`src/rtl/shift_unit_if.sv`:
```
// Handshake and data bundle between the microcode sequencer and shift_unit.
// The sequencer drives the master side; the shift unit is the slave.
interface shift_unit_if #(
    parameter int WIDTH = 8,
    parameter int CNT_W = 4
);
    logic             start;
    logic [2:0]       mode;
    logic [WIDTH-1:0] op;
    logic [CNT_W-1:0] cnt;
    logic             cin;
    logic             ready;
    logic             done;
    logic [WIDTH-1:0] result;
    logic             cy;
    logic             zero;

    modport master (
        output start, mode, op, cnt, cin,
        input  ready, done, result, cy, zero
    );

    modport slave (
        input  start, mode, op, cnt, cin,
        output ready, done, result, cy, zero
    );
endinterface

```
`src/rtl/shift_unit.sv`:
```
// Multi-cycle shift/rotate unit: one 1-bit step per cycle over a WIDTH-bit
// operand with carry, covering the eight CB-prefix shift modes.
module shift_unit #(
    parameter int WIDTH = 8,
    parameter int CNT_W = 4
) (
    input logic       clk,
    input logic       reset,
    shift_unit_if.slave bus
);
    typedef enum logic [2:0] {
        M_RLC  = 3'd0,
        M_RRC  = 3'd1,
        M_RL   = 3'd2,
        M_RR   = 3'd3,
        M_SLA  = 3'd4,
        M_SRA  = 3'd5,
        M_SWAP = 3'd6,
        M_SRL  = 3'd7
    } mode_e;

    typedef enum logic [1:0] {
        S_IDLE,
        S_SHIFT,
        S_DONE
    } state_e;

    localparam int H = WIDTH / 2;
    localparam logic [CNT_W-1:0] ONE = CNT_W'(1);

    state_e           state_q, state_d;
    mode_e            mode_q, mode_d;
    logic [WIDTH-1:0] s_q, s_d;
    logic             c_q, c_d;
    logic [CNT_W-1:0] n_q, n_d;
    logic [WIDTH-1:0] res_q, res_d;
    logic             cy_q, cy_d;
    logic             zero_q, zero_d;

    logic [WIDTH-1:0] step_s;
    logic             step_c;
    logic             accept;
    mode_e            mode_in;

    assign mode_in = mode_e'(bus.mode);

    // Single 1-bit step of the latched mode.
    always_comb begin
        step_s = s_q;
        step_c = c_q;
        unique case (mode_q)
            M_RLC: begin
                step_c = s_q[WIDTH-1];
                step_s = {s_q[WIDTH-2:0], s_q[WIDTH-1]};
            end
            M_RRC: begin
                step_c = s_q[0];
                step_s = {s_q[0], s_q[WIDTH-1:1]};
            end
            M_RL: begin
                step_c = s_q[WIDTH-1];
                step_s = {s_q[WIDTH-2:0], c_q};
            end
            M_RR: begin
                step_c = s_q[0];
                step_s = {c_q, s_q[WIDTH-1:1]};
            end
            M_SLA: begin
                step_c = s_q[WIDTH-1];
                step_s = {s_q[WIDTH-2:0], 1'b0};
            end
            M_SRA: begin
                step_c = s_q[0];
                step_s = {s_q[WIDTH-1], s_q[WIDTH-1:1]};
            end
            M_SWAP: begin
                step_c = 1'b0;
                step_s = {s_q[H-1:0], s_q[WIDTH-1:H]};
            end
            M_SRL: begin
                step_c = s_q[0];
                step_s = {1'b0, s_q[WIDTH-1:1]};
            end
            default: begin
                step_c = c_q;
                step_s = s_q;
            end
        endcase
    end

    assign accept = bus.start && (state_q != S_SHIFT);

    always_comb begin
        state_d = state_q;
        mode_d  = mode_q;
        s_d     = s_q;
        c_d     = c_q;
        n_d     = n_q;
        res_d   = res_q;
        cy_d    = cy_q;
        zero_d  = zero_q;

        unique case (state_q)
            S_IDLE, S_DONE: begin
                state_d = S_IDLE;
                if (accept) begin
                    mode_d = mode_in;
                    s_d    = bus.op;
                    c_d    = bus.cin;
                    n_d    = (mode_in == M_SWAP) ? ONE : bus.cnt;
                    if (n_d == '0) begin
                        state_d = S_DONE;
                    end else begin
                        state_d = S_SHIFT;
                    end
                end
            end
            S_SHIFT: begin
                s_d = step_s;
                c_d = step_c;
                n_d = n_q - ONE;
                if (n_q == ONE) begin
                    state_d = S_DONE;
                end
            end
            default: begin
                state_d = S_IDLE;
            end
        endcase

        // Results land on the edge that enters DONE so they align with done.
        if (state_d == S_DONE) begin
            res_d  = s_d;
            cy_d   = c_d;
            zero_d = (s_d == '0);
        end
    end

    always_ff @(posedge clk) begin
        if (reset) begin
            state_q <= S_IDLE;
            mode_q  <= M_RLC;
            s_q     <= '0;
            c_q     <= 1'b0;
            n_q     <= '0;
            res_q   <= '0;
            cy_q    <= 1'b0;
            zero_q  <= 1'b1;
        end else begin
            state_q <= state_d;
            mode_q  <= mode_d;
            s_q     <= s_d;
            c_q     <= c_d;
            n_q     <= n_d;
            res_q   <= res_d;
            cy_q    <= cy_d;
            zero_q  <= zero_d;
        end
    end

    assign bus.ready  = (state_q != S_SHIFT);
    assign bus.done   = (state_q == S_DONE);
    assign bus.result = res_q;
    assign bus.cy     = cy_q;
    assign bus.zero   = zero_q;
endmodule

```
`src/flat_wrapper.sv`:
```
// flat-port wrapper written by rule: the top's interface ports become plain ports
module shift_unit_flat 
#(
    parameter int WIDTH = 8,
    parameter int CNT_W = 4
)
  (clk, reset, bus_start, bus_mode, bus_op, bus_cnt, bus_cin, bus_ready, bus_done, bus_result, bus_cy, bus_zero);
  shift_unit_if #(.WIDTH(WIDTH), .CNT_W(CNT_W)) bus_i ();
  input logic clk;
  input logic reset;
  input wire logic [$bits(bus_i.start)-1:0] bus_start;
  input wire logic [$bits(bus_i.mode)-1:0] bus_mode;
  input wire logic [$bits(bus_i.op)-1:0] bus_op;
  input wire logic [$bits(bus_i.cnt)-1:0] bus_cnt;
  input wire logic [$bits(bus_i.cin)-1:0] bus_cin;
  output wire logic [$bits(bus_i.ready)-1:0] bus_ready;
  output wire logic [$bits(bus_i.done)-1:0] bus_done;
  output wire logic [$bits(bus_i.result)-1:0] bus_result;
  output wire logic [$bits(bus_i.cy)-1:0] bus_cy;
  output wire logic [$bits(bus_i.zero)-1:0] bus_zero;
  assign bus_i.start = bus_start;
  assign bus_i.mode = bus_mode;
  assign bus_i.op = bus_op;
  assign bus_i.cnt = bus_cnt;
  assign bus_i.cin = bus_cin;
  assign bus_ready = bus_i.ready;
  assign bus_done = bus_i.done;
  assign bus_result = bus_i.result;
  assign bus_cy = bus_i.cy;
  assign bus_zero = bus_i.zero;
  shift_unit #(.WIDTH(WIDTH), .CNT_W(CNT_W)) u_core (.clk(clk), .reset(reset), .bus(bus_i));
endmodule
```
`config.mk`:
```
export PLATFORM = sky130hd
export DESIGN_NAME = shift_unit_flat
export DESIGN_NICKNAME = d
export VERILOG_FILES = /design/src/rtl/shift_unit_if.sv /design/src/rtl/shift_unit.sv /design/src/flat_wrapper.sv
export SDC_FILE = /design/constraint.sdc
export NUM_CORES = 1
export LEC_CHECK = 0
export BUFFER_PORTS_ARGS = -buffer_cell sky130_fd_sc_hd__buf_2
export CAP_MARGIN = 5
export CELL_PAD_IN_SITES_DETAIL_PLACEMENT = 1
export CELL_PAD_IN_SITES_GLOBAL_PLACEMENT = 2
export CORE_ASPECT_RATIO = 1.75
export CORE_UTILIZATION = 30
export CTS_CLUSTER_SIZE = 24
export DETAILED_ROUTE_END_ITERATION = 16
export PLACE_DENSITY = 0.75
export REMOVE_ABC_BUFFERS = 1
export SYNTH_ARGS = -nofsm -noshare
export SYNTH_HDL_FRONTEND = slang
export SYNTH_SLANG_ARGS = --single-unit
```
`constraint.sdc`:
```
create_clock -name clk -period 1.75 [get_ports clk]
set_input_delay 0.175 -clock clk [delete_from_list [all_inputs] [get_ports clk]]
set_output_delay 0.175 -clock clk [all_outputs]
set_load 0.1 [all_outputs]
```
==> results.yml <==
status:
  status: "finished, violations left"
  failed_checks: "DRC"
worst_setup_path:
  path_max_fanout: 10
  critPathCaptureType: "flip-flop"
  path_class: "flip-flop to flip-flop"
  ff2ff_path_depth: 6
  critPathArrivalTime_ns: 1.87
  cp.required_ns: 1.95
  worst_setup_path_start_kind: "flip-flop"
detailed_routing:
  drt_iter0_markers: 20
  postRouteWirelength_mm: 4.799
  firstDrtPassIters: 9
  drc: 1
  ant_nets: 0
  vias_per_cell: 5.328
  avgRoutedWirePerCell_um: 16.05
  vias: 1593
flow_run:
  max_cap_violations: 0
layout:
  n_fill_cell: 662
  fin_nets: 266
  drive_gt1_frac: 0.3361
  synthToLayoutAreaGrowth_pct: 29.05
  post-route-util: 0.3998
  final_common_cell: "buf_2"
  mostFrequentLayoutCells: "buf_2, buf_4, nor2_1, dfxtp_1, nand2_1"
  seq_area_um2: 566.8
  multiInputGateArea_um2: 1008
  num_antenna_cells: 0
synthesis:
  async_reset_ff_frac: 0
  netlist_area_um2: 1628
  ys_seq_area_frac: 0.3444
  synth_edf_count: 0
  yosysWarnings: 0
  yosysUniqueCellTypes: 48
  dominantRegCellSynth: "dfxtp_1"
  syn_avg_cell_area_um2: 8.305
  ys_ff_latch: 28
  syn_inst: 196
placed_design:
  hpwl_mm: 3.607
  port_buffers: 30
  gp_congestion: 0.8257
floorplan:
  start_util: 0.3098
  core_um2: 5255
  dieArea_um2: 5736
  die_h_um: 99.45
  die_w_um: 57.68
  num_io_pins: 31
  placementRows: 35
sta:
  finClkSkew_ns: 0.003228
  drv_slew: 0
  relSlewSlack: 0.6530
  period_share: 0.9542
  finalSetupViolCount: 0
  hold_violations: 0
  hold_slack_ns: 0.1320
  max_freq_mhz: 598.8
  min_period_ns: 1.670
  tightest_slew_ns: 0.5205
worst_hold_path:
  hp-class: "input port to flip-flop"
  hold_path_depth: 3
pwr:
  ir_drop_mv: 0.5104
  total_power_mw: 1.878
  p_per_area_nw_per_um2: 894.0
  p_leak_nw: 0.9203
grt:
  first_global_vias: 1673
  grt_first_pass_wirelength_mm: 7.866
  grt_overflow: 0
  globalRouteTotalUtil: 0.1783
  grt_max_degree: 29
  antenna_found_initial: 0
cts:
  cts_tree: "built"
  clkSinkCount: 28
  cts_hold_buffers: 0
  cts.path.max_buffers: 2
  htreeDepth: 1
  clkTransAtPathRegs_ns: 0.10
  numCtsBuffers: 3
  clock_latency_ns: 0.28
  root_buffer: "clkbuf_8"
[per-stage QoR]
step | TNS (ns) | area, µm² | cells | setup slack (ns)
2_1_floorplan | -0.3319 | 1544 | 182 | -0.2011
3_3_place_gp | -0.05957 | 1928 | 289 | -0.03204
3_5_place_dp | -0.02364 | 1928 | 289 | -0.02364
4_1_cts | 0 | 2001 | 293 | 0.008327
5_1_grt | -0.03976 | 2101 | 299 | -0.03470
6_report | 0 | 2101 | 299 | 0.08012
[cell families (layout without fill, tap and decap cells)]
logic type	Yosys count	after routing	share of synthesized area
mux	11	11	0.06841
simple gates	76	76	0.2275
flops	28	28	0.3444
compound gates	59	59	0.2790
fa+ha+maj	2	2	0.01537
buf+inv	20	68	0.06533
[cell usage after synthesis (4+ instances only)]
master     count  share of area
o2bb2ai_1      4          0.022
a21oi_1       13          0.040
dfxtp_1       28           0.34
inv_1          5          0.012
nor2_1        27          0.062
a31oi_1        4          0.015
buf_2          4          0.012
clkbuf_1       6          0.014
nand2b_1       6          0.023
and3_1         4          0.015
nor3_1         4          0.012
mux2i_1       10          0.061
a211oi_1      10          0.046
o21ai_0        7          0.022
nand2_1       20          0.046
a211o_1        4          0.022
[registers in the layout, indices dropped and copies added (netlist names)]
name	count
u_core.bus.result	8
u_core.s_q	8
u_core.n_q	4
u_core.mode_q	3
u_core.state_q	2
u_core.bus.cy	1
u_core.bus.zero	1
u_core.c_q	1
[cell type report]
type	count	share of cell area
timing repair buffer	58	0.1727
multi-input combinational	148	0.4801
tap	55	0.03276
inverter	6	0.01072
clock inverter	1	0.01429
clock buffer	3	0.01965
sequential	28	0.2698
[per-layer routing]
metal | GRT usage | wire length [µm]
met2 | 0.3560 | 2767
met1 | 0.1803 | 1871
met5 | 0 | 0
met3 | 0.01430 | 91
met4 | 0.07509 | 68
[path summary, 6_finish.rpt]
kind | start | to | slack, ns
worst max-delay path | u_core.mode_q[1]$_SDFFE_PP0P_ | u_core.bus.zero$_SDFFE_PP1N_ | 0.08
worst min-delay path | bus_mode[2] | u_core.mode_q[2]$_SDFFE_PP0P_ | 0.13
worst max register to register | u_core.mode_q[1]$_SDFFE_PP0P_ | u_core.bus.zero$_SDFFE_PP1N_ | 0.08
worst min register to register | u_core.bus.cy$_SDFFE_PP0N_ | u_core.bus.cy$_SDFFE_PP0N_ | 0.47
[where the power goes]
group | internal (mW) | switching [mW] | total [mW]
sequential | 0.691 | 0.0655 | 0.756
clock | 0.307 | 0.219 | 0.526
combinational | 0.228 | 0.368 | 0.596
[critical path, cell delays in order, from the launching register on]
cell	delay (ns)
dfxtp_4	0.39
buf_4	0.15
and3_1	0.16
a211o_1	0.30
a31oi_4	0.20
o2111ai_2	0.16
o31ai_2	0.23
[what timing repair did]
item,4_1_cts,5_1_grt
gates resized for setup,1,12
setup endpoints to repair,1,4
pin swaps,0,8
buffers inserted,0,6
Note: power is estimated with default switching activity, not from simulation.
